`config.mk`:
```
export PLATFORM = sky130hd
export DESIGN_NAME = seg7_hex_encoder
export DESIGN_NICKNAME = d
export VERILOG_FILES = /design/src/rtl/seg7_hex_encoder.sv
export SDC_FILE = /design/constraint.sdc
export NUM_CORES = 1
export LEC_CHECK = 0
export ABC_AREA = 1
export CAP_MARGIN = 20
export CORE_MARGIN = 3
export CORE_UTILIZATION = 35
export DETAILED_ROUTE_END_ITERATION = 12
export PLACE_DENSITY = 0.71
export SYNTH_ARGS = -nofsm -noshare
export SYNTH_HDL_FRONTEND = slang
export SYNTH_SLANG_ARGS = --single-unit
export TNS_END_PERCENT = 5
```
`constraint.sdc`:
```
create_clock -name MAX10_CLK1_50 -period 1.6 [get_ports MAX10_CLK1_50]
set_clock_uncertainty 0.1 [all_clocks]
set_input_delay 0.16 -clock MAX10_CLK1_50 [delete_from_list [all_inputs] [get_ports MAX10_CLK1_50]]
set_output_delay 0.16 -clock MAX10_CLK1_50 [all_outputs]
set_load 0.02 [all_outputs]
```
`src/rtl/seg7_hex_encoder.sv`:
```
// -----------------------------------------------------------------------------
// seg7_hex_encoder
//
// Turns a stream of active-low DE10-Lite seven-segment patterns back into hex
// digits. Each handshake delivers one digit; six digits (HEX5 first, HEX0 last)
// are packed into a 24-bit word. The block also records which digits carried an
// unrecognised pattern and which had the decimal point lit.
//
// Ports
//   MAX10_CLK1_50  in   1        system clock, rising edge
//   RST_N          in   1        asynchronous active-low reset
//   SEG_IN         in   8        pattern, active-low; [7]=DP, [6:0]=g..a
//   SEG_VALID      in   1        SEG_IN valid this cycle
//   SEG_READY      out  1        a digit is accepted this cycle if SEG_VALID
//   FRAME_CLR      in   1        synchronous frame abort (highest priority)
//   WORD_OUT       out  4*NDIG   assembled value, HEX5 in the top nibble
//   ERR_MASK       out  NDIG     bit i = HEX i pattern invalid
//   DP_MASK        out  NDIG     bit i = HEX i decimal point lit
//   WORD_VALID     out  1        completed frame is being held
//   WORD_READY     in   1        consumer takes the held frame
//   DIGIT_IDX      out  3        digits accepted so far in the current frame
// -----------------------------------------------------------------------------
module seg7_hex_encoder #(
  parameter int NDIG = 6
) (
  input  logic                MAX10_CLK1_50,
  input  logic                RST_N,
  input  logic [7:0]          SEG_IN,
  input  logic                SEG_VALID,
  output logic                SEG_READY,
  input  logic                FRAME_CLR,
  output logic [4*NDIG-1:0]   WORD_OUT,
  output logic [NDIG-1:0]     ERR_MASK,
  output logic [NDIG-1:0]     DP_MASK,
  output logic                WORD_VALID,
  input  logic                WORD_READY,
  output logic [2:0]          DIGIT_IDX
);

  localparam int WW = 4 * NDIG;

  // Active-high glyphs for 0..F, index = hex value.
  localparam logic [6:0] GLYPH [16] = '{
    7'h3F, 7'h06, 7'h5B, 7'h4F, 7'h66, 7'h6D, 7'h7D, 7'h07,
    7'h7F, 7'h6F, 7'h77, 7'h7C, 7'h39, 7'h5E, 7'h79, 7'h71
  };

  typedef enum logic {
    S_COLLECT = 1'b0,
    S_HOLD    = 1'b1
  } state_t;

  // ---------------------------------------------------------------------------
  // Pattern decode
  // ---------------------------------------------------------------------------
  logic [6:0]  w_pat;
  logic [15:0] w_hit;
  logic [3:0]  w_nib;
  logic        w_err;
  logic        w_dp;

  assign w_pat = ~SEG_IN[6:0];
  assign w_dp  = ~SEG_IN[7];

  // One comparator per glyph; the glyphs are distinct so at most one hits.
  generate
    for (genvar gi = 0; gi < 16; gi++) begin : g_match
      assign w_hit[gi] = (w_pat == GLYPH[gi]);
    end
  endgenerate

  // One-hot to binary. An unmatched pattern yields zero, which is exactly the
  // nibble wanted for an invalid digit.
  generate
    for (genvar gi = 0; gi < 4; gi++) begin : g_enc
      logic [15:0] w_sel;
      for (genvar gk = 0; gk < 16; gk++) begin : g_sel
        assign w_sel[gk] = w_hit[gk] & ((gk >> gi) & 1) != 0;
      end
      assign w_nib[gi] = |w_sel;
    end
  endgenerate

  assign w_err = ~|w_hit;

  // ---------------------------------------------------------------------------
  // Frame assembly
  // ---------------------------------------------------------------------------
  state_t            r_state;
  logic              r_seg_ready;
  logic              r_word_valid;
  logic [WW-1:0]     r_word;
  logic [NDIG-1:0]   r_err;
  logic [NDIG-1:0]   r_dp;
  logic [2:0]        r_idx;

  logic              w_accept;
  logic              w_first;
  logic              w_last;
  logic [WW-1:0]     w_word_next;
  logic [NDIG-1:0]   w_err_next;
  logic [NDIG-1:0]   w_dp_next;

  assign w_accept = SEG_VALID & r_seg_ready;
  assign w_first  = (r_idx == 3'd0);
  assign w_last   = (r_idx == 3'(NDIG - 1));

  // The first digit of a frame loads fresh instead of shifting, so nothing
  // from the previous frame (or an aborted partial frame) survives into the
  // new word even while it is still being assembled.
  assign w_word_next = w_first ? {{(WW-4){1'b0}}, w_nib}
                               : {r_word[WW-5:0], w_nib};
  assign w_err_next  = w_first ? {{(NDIG-1){1'b0}}, w_err}
                               : {r_err[NDIG-2:0], w_err};
  assign w_dp_next   = w_first ? {{(NDIG-1){1'b0}}, w_dp}
                               : {r_dp[NDIG-2:0], w_dp};

  // Handshake flags are kept as their own flops, updated alongside the state,
  // so neither has a combinational path from SEG_VALID or WORD_READY.
  always_ff @(posedge MAX10_CLK1_50 or negedge RST_N) begin
    if (!RST_N) begin
      r_state      <= S_COLLECT;
      r_seg_ready  <= 1'b1;
      r_word_valid <= 1'b0;
      r_word       <= '0;
      r_err        <= '0;
      r_dp         <= '0;
      r_idx        <= '0;
    end else if (FRAME_CLR) begin
      // Abort wins over both an accept and a consumer take. The data
      // registers keep their contents; the next accept reloads them.
      r_state      <= S_COLLECT;
      r_seg_ready  <= 1'b1;
      r_word_valid <= 1'b0;
      r_idx        <= '0;
    end else begin
      case (r_state)
        S_COLLECT: begin
          if (w_accept) begin
            r_word <= w_word_next;
            r_err  <= w_err_next;
            r_dp   <= w_dp_next;
            if (w_last) begin
              r_idx        <= '0;
              r_state      <= S_HOLD;
              r_seg_ready  <= 1'b0;
              r_word_valid <= 1'b1;
            end else begin
              r_idx <= r_idx + 3'd1;
            end
          end
        end
        S_HOLD: begin
          // Everything stays frozen until the consumer takes the word.
          if (WORD_READY) begin
            r_state      <= S_COLLECT;
            r_seg_ready  <= 1'b1;
            r_word_valid <= 1'b0;
          end
        end
        default: begin
          r_state      <= S_COLLECT;
          r_seg_ready  <= 1'b1;
          r_word_valid <= 1'b0;
          r_idx        <= '0;
        end
      endcase
    end
  end

  assign SEG_READY  = r_seg_ready;
  assign WORD_VALID = r_word_valid;
  assign WORD_OUT   = r_word;
  assign ERR_MASK   = r_err;
  assign DP_MASK    = r_dp;
  assign DIGIT_IDX  = r_idx;

endmodule

```
======== Yosys cells after proc, flatten, opt, wreduce, memory -nomap -nowiden ========
Index checks and enable logic that the tools add are counted.
storage, ports and cells
  register bits ........................... 42
  bits of input ports ..................... 13
  output and inout port bits .............. 41
  word-level logic and storage cells ...... 67
cells by class
  add/subtract/negate cells ............... 1
  eq/ne operators ......................... 21
  muxes and demuxes ....................... 22
  bitwise operators ....................... 5
  reduce and logical (&&, ||, !) cells .... 11
operators with widths
  kind                                            count
  == test 7 bit (second input constant)           12
  OR reduction 8 bit                              4
  two-way mux 24 bit                              1
  OR reduction 16 bit                             1
  == test 7 x 3 -> 1 bit (second input constant)  2
  == test 7 x 6 -> 1 bit (second input constant)  2
  two-way mux 1 bit                               12
  two-way mux 3 bit                               4
  two-way mux 6 bit                               2
  inequality test 3 bit (second input constant)   3
  inverter 7 bit                                  1
  case mux 1 bit (2 select lines)                 3
  AND reduction 3 bit                             2
  adder 3 x 1 -> 3 bit (second input constant)    1
  == test 3 bit (second input constant)           1
  logical NOT 3 bit                               1
  inverter 1 bit                                  3
  inequality test 2 bit (second input constant)   1
  AND reduction 2 bit                             1
  nonzero test 2 bit                              1
  AND 1 bit                                       1
  logical NOT 1 bit                               1

======== Logic depth before layout (Yosys ltp) ========
Gate-level depths: netlist of the first run.
  depth in word-level cells ............... 5
  mapped depth ............................ 10
  depth with buffers taken out ............ 10

======== Least setup slack after synthesis of the first run ========
Ideal clock, no wire load.
  path type ............................... register to register
  from .................................... register r_seg_ready, in the netlist SEG_READY
  to ...................................... register r_dp[1], in the netlist DP_MASK[1]
  setup time .............................. 0.133 ns
  data arrival time ....................... 1.204 ns
  required time ........................... 1.367 ns
  slack ................................... 0.163 ns
  stages on the path, launching flop included .. 8
  path buffers ............................ 2
  clock period less this slack ............ 1.437 ns
  cell sequence ........................... dfstp_2 > nand2_1 > inv_1 > nand2_2 > buf_6 > buf_2 > nand2_1 > o21ai_0
on the way
  cells in the longest elaborated chain, start to end .. 2
ends and longest elaborated chain
  item                           RTL line  RTL
  start, declared                90        logic r_seg_ready;
  start signal, assigned         123       r_seg_ready <= 1'b1;
  start signal, assigned         133       r_seg_ready <= 1'b1;
  start signal, assigned         146       r_seg_ready <= 1'b0;
  AND 1 bit                      104       assign w_accept = SEG_VALID & r_seg_ready;
  AND reduction 3 bit (no line)  -
  end signal, assigned           142       r_dp <= w_dp_next;
  end, declared                  94        logic [NDIG-1:0] r_dp;
Every way passes these cells.
A chain may end at the register's enable or synchronous reset.

======== Worst setup path after layout of the first run ========
  from .................................... register r_word[11], in the netlist WORD_OUT[11]
  to ...................................... output WORD_OUT[11]
RTL lines
  item                    RTL line  RTL
  start, declared         92        logic [WW-1:0] r_word;
  start signal, assigned  140       r_word <= w_word_next;
  end, declared           32        output logic [4*NDIG-1:0] WORD_OUT,
No word-level cell between the ends.

==> results.cfg, run 1 <==
[global_routing]
grt_pass1_wl_um = 7969
antenna_found_initial = 0
grt_max_degree = 44
grt_use_total_pct = 14.97
grt.overflow.total = 0
grt_pass1_vias = 1832

[die]
num_io_pins = 54
start_util_pct = 36.45
rows = 27
die_area_um2 = 6756
coreArea_um2 = 5574
die_w_um = 82.20
dieHeight_um = 82.20

[timing]
rsz0062_at_grt = no
drv_slew = 0
setup_viol = 0
hold_viol_final = 0
whs_ps = 211.7
fin_tns_setup_ps = 0
max-slew-margin-rel_pct = 74.99
fmax_mhz = 648.9
finalCritPeriodShare_pct = 96.32
worstMarginPinSlew_ps = 375.1
finalCriticalPeriod_ps = 1541

[clock_tree]
clk_pin_slew_ps = 80
h-tree-depth = 2
cts_tree = done
worstSkewPairLatency_ps = 280
cts_setup_buffers = 0
clock_path_buffers = 2
numClockSinks = 42
root_buffer = clkbuf_8
numCtsBuffers = 5

[drt]
drt_iter0_markers = 64
vias = 1818
viasPerCell = 4.545
drc = 0
wire_per_inst_um = 11.24
postRouteAntennaNets = 0
dr.pass1.iters = 4
drt-total-wl_um = 4494

[worst_setup_path]
required_ps = 1340
worst-path-buf-inv = 1
max_stage_delay_ps = 620
slowest_stage = clkdlybuf4s50_1
critPathTopFamily = buffers and inverters
cp.arrival_ps = 1280
start_kind = flop
path_class = reg2out
crit_fanout = 3
worstSetupEndpointType = output pin
worstPathCellList = clkdlybuf4s50_1

[logic_synthesis]
syn_area_per_cell_um2 = 7.498
synthTopCellsByCount = 106 x nand2_1, 41 x dfrtp_1, 35 x nor2_1
synth_top_area_share_pct = 50.49
ys.flop_type = dfrtp_1
synthMostInstantiatedCell = nand2_1
syn_area_um2 = 2032
yosysTopAreaCell = dfrtp_1
ys_ff_latch = 42
synth-edff-count = 0
yosysSeqAreaShare_pct = 51.79
synth_cell_types = 22
synth.area.top_cells = dfrtp_1 50%, nand2_1 20%, o21ai_0 7.9%, nor2_1 6.5%, inv_1 3.0%
synthCells = 271
syn-num-nets = 284
yosysWarnings = 0
synthArstFlopShare_pct = 100.0

[placed_design]
port_buffers = 53
hpwl_um = 3314
gp_congestion = 0.9164

[power]
p_leak_nw = 1.351
ir_worst_vdd_mv = 0.3513
power_density_nw_per_um2 = 807.3

[finish]
nNetsFinal = 341
antennaDiodeCount = 0
syn_to_final_growth_pct = 35.71
drive_gt1_share_pct = 7.012

[run]
drv_cap = 0

[status]
status = completed

[worst_hold_path]
hp-class = in2async
report_power, final:
part / internal [mW] / switching, mW
combinational: 0.177 / 0.248
clock: 0.293 / 0.342
sequential: 1.12 / 0.0490
total: 1.59 / 0.639
flip-flops by register name, indices dropped and copies added, names as in the netlist:
register and cells:
r_state 1, ERR_MASK 6, WORD_VALID 1, DIGIT_IDX 3, SEG_READY 1, WORD_OUT 24, DP_MASK 6
through the flow:
step | power, mW | worst slack [ps] | instance area, um^2 | std cells | utilization [%]
floorplan | 1.406 | 162.7 | 2032 | 271 | -
global placement | 1.620 | -7.968 | 2655 | 392 | 47.63
detailed placement | 1.627 | -43.77 | 2655 | 392 | 47.63
CTS | 2.270 | 21.32 | 2740 | 400 | 49.16
global route | 2.363 | 0.2518 | 2758 | 400 | 49.47
finish | 2.226 | 58.90 | 2758 | 400 | 49.47
layer usage:
metal	track usage [%]	vias to the layer above	wire length, um
met5	0	-	0
met4	3.987	0	43
met3	4.447	5	263
met2	27.00	50	2102
met1	17.09	800	2084
li1	-	963	-
timing repair:
item                                   CTS  global route
hold buffers                             1             0
pin swaps                                0             0
endpoints found under the hold margin   14             0
setup endpoints to repair                3             7
resized for setup                        3             7
final timing paths:
path                              startpoint           end  slack (ps)  cells after the start
worst max register to register     SEG_READY   WORD_OUT[1]         150                      7
worst min-delay path                   RST_N    DP_MASK[5]         210                      2
min in group MAX10_CLK1_50         SEG_IN[7]    DP_MASK[0]         330                      2
worst min register to register  WORD_OUT[21]  WORD_OUT[21]         390                      2
worst max-delay path            WORD_OUT[11]  WORD_OUT[11]          60                      1
max in group asynchronous              RST_N  WORD_OUT[15]         710                      3
cell families (layout without fill, tap and decap cells):
logic type             count (synthesis)  after routing  synth area share, %
XOR/XNOR                               1              1               0.4311
AND/OR/NAND/NOR                      153            153                29.31
AO/OA/AOI/OAI                         47             47                12.07
flip-flops                            42             42                51.79
buffers and inverters                 28             85                6.404
area by class of cell:
class,count,area [um^2]
clock inverter,2,10.01
sequential,42,1052
inverter,18,67.56
multi-input combinational,201,849.6
fill,573,2816
clock buffer,5,68.82
timing repair buffer,60,619.3
tap,72,90.09
placed cells by master (no fill, tap or decap):
cell type	instances
dfstp_2	1
o22ai_1	1
nand3_1	6
a21oi_1	5
buf_4	4
buf_12	2
clkbuf_8	5
inv_1	16
o21ai_0	32
nor2_2	2
dlygate4sd3_1	1
clkdlybuf4s50_1	42
clkinv_2	2
xnor2_1	1
nand2_2	3
nand2_1	106
dlygate4sd2_1	3
a22oi_1	1
o21ai_1	6
nor2_1	35
dlymetal6s2s_1	7
nor3_1	1
o21ai_2	1
inv_2	2
o21bai_1	1
dfrtp_1	41
buf_2	1
Note: power is estimated with default switching activity, not from simulation.
==> run 2, diff against run 1 <==
--- a/config.mk
+++ b/config.mk
@@ -8,9 +8,9 @@
 export ABC_AREA = 1
 export CAP_MARGIN = 20
 export CORE_MARGIN = 3
-export CORE_UTILIZATION = 35
+export CORE_UTILIZATION = 43
 export DETAILED_ROUTE_END_ITERATION = 12
-export PLACE_DENSITY = 0.71
+export PLACE_DENSITY = 0.82
 export SYNTH_ARGS = -nofsm -noshare
 export SYNTH_HDL_FRONTEND = slang
 export SYNTH_SLANG_ARGS = --single-unit
==> results.cfg, run 2 (synthesized netlist as in run 1, its figures left out) <==
[status]
status = completed

[timing]
fmax_mhz = 641.8
setup_viol = 0
finalCritPeriodShare_pct = 97.38
worstMarginPinSlew_ps = 422.0
setup_ws_ps = 41.96
max-slew-margin-rel_pct = 71.86
drv_slew = 0
finalCriticalPeriod_ps = 1558
hold_viol_final = 0

[power]
p_leak_nw = 1.323
power_density_nw_per_um2 = 835.9
ir_worst_vdd_mv = 0.2997
power_mw = 2.292

[clock_tree]
worstSkewPairLatency_ps = 290
clk_pin_slew_ps = 70
root_buffer = clkbuf_8
numClockSinks = 42
h-tree-depth = 2
numCtsBuffers = 5
cts_tree = done
clock_path_buffers = 2

[placed_design]
place_worst_setup_slack_ps = -54.50
gp_congestion = 0.9342
hpwl_um = 3345
dp_cells = 372
placed_area_um2 = 2630
port_buffers = 53

[drt]
drc = 0
drt-total-wl_um = 4426
dr.pass1.iters = 5
vias = 1837
postRouteAntennaNets = 0
drt_iter0_markers = 108
wire_per_inst_um = 11.62
viasPerCell = 4.822

[global_routing]
grt_pass1_wl_um = 7341
grt_max_degree = 67
grt.overflow.total = 0
grt_use_total_pct = 16.90
grt_pass1_vias = 1768
antenna_found_initial = 0

[worst_setup_path]
reg2regPathDepth = 7
max_stage_delay_ps = 620
critPathTopFamily = buffers and inverters
worst-path-stages = 1
worstSetupEndpointType = output pin
worstPathCellList = clkdlybuf4s50_1
path_class = reg2out
required_ps = 1340
crit_fanout = 3
slowest_stage = clkdlybuf4s50_1
cp.arrival_ps = 1300
start_kind = flop
worst-path-buf-inv = 1

[finish]
final_area_um2 = 2741
final_common_cell = nand2_1
largest_reg_flops = 24
nNetsFinal = 341
antennaDiodeCount = 0
instances_no_fill = 381
final_cell_mix = 106 x nand2_1, 45 x clkdlybuf4s50_1, 41 x dfrtp_1
final_core_util_pct = 61.68
syn_to_final_growth_pct = 34.91
drive_gt1_share_pct = 7.295

[die]
coreArea_um2 = 4444
die_w_um = 74.74
die_area_um2 = 5586
dieHeight_um = 74.74
start_util_pct = 45.72
num_io_pins = 54
rows = 24

[worst_hold_path]
hp-class = in2async

[run]
drv_cap = 0
## run 2: what timing repair did
item	in CTS	in global routing
buffers inserted	0	0
hold buffers	1	0
gates resized for setup	3	4
endpoints found under the setup margin	3	4
endpoints found under the hold margin	16	0
## run 2: report_power, final
group	leakage, nW	internal, mW	switching [mW]
logic	0.703	0.183	0.252
clock network	0.0472	0.346	0.345
registers	0.573	1.12	0.0479
total	1.32	1.65	0.645
## run 2: routing by layer
metal	vias up	share of wire (%)	track usage, %
li1	960	-	-
met1	830	43	18.06
met2	45	52	32.29
met3	2	5.0	3.204
met4	0	0.32	6.917
met5	-	0	0
## run 2: final timing paths
| path | start | slack [ps] | end |
|---|---|---|---|
| min in group MAX10_CLK1_50 | SEG_IN[7] | 340 | DP_MASK[0] |
| worst max register to register | SEG_READY | 150 | WORD_OUT[0] |
| max in group asynchronous | RST_N | 690 | WORD_OUT[1] |
| worst min-delay path | RST_N | 240 | ERR_MASK[5] |
| worst max-delay path | ERR_MASK[0] | 40 | ERR_MASK[0] |
| worst min register to register | WORD_OUT[20] | 390 | WORD_OUT[20] |
## run 2: layout make-up
class	count	area [um^2]
Multi-Input combinational cell	201	849.6
Inverter	18	67.56
Clock inverter	2	12.51
Tap cell	52	65.06
Clock buffer	6	82.58
Timing Repair Buffer	60	611.8
Fill cell	401	1703
Sequential cell	42	1052
## run 2: per-stage QoR
step	hold WS (ps)	setup TNS, ps
2_1_floorplan	-235.6	0
3_3_place_gp	20.13	-74.98
3_5_place_dp	19.40	-118.9
4_1_cts	248.5	0
5_1_grt	265.8	-0.9600
6_report	244.6	0
==> run 3, diff against run 2 <==
--- a/config.mk
+++ b/config.mk
@@ -10,6 +10,7 @@
 export CORE_MARGIN = 3
 export CORE_UTILIZATION = 43
 export DETAILED_ROUTE_END_ITERATION = 12
+export HOLD_SLACK_MARGIN = 0.1
 export PLACE_DENSITY = 0.82
 export SYNTH_ARGS = -nofsm -noshare
 export SYNTH_HDL_FRONTEND = slang
==> results of run 3 <==
No change in the layout: final DEF, timing and power equal those of run 2.
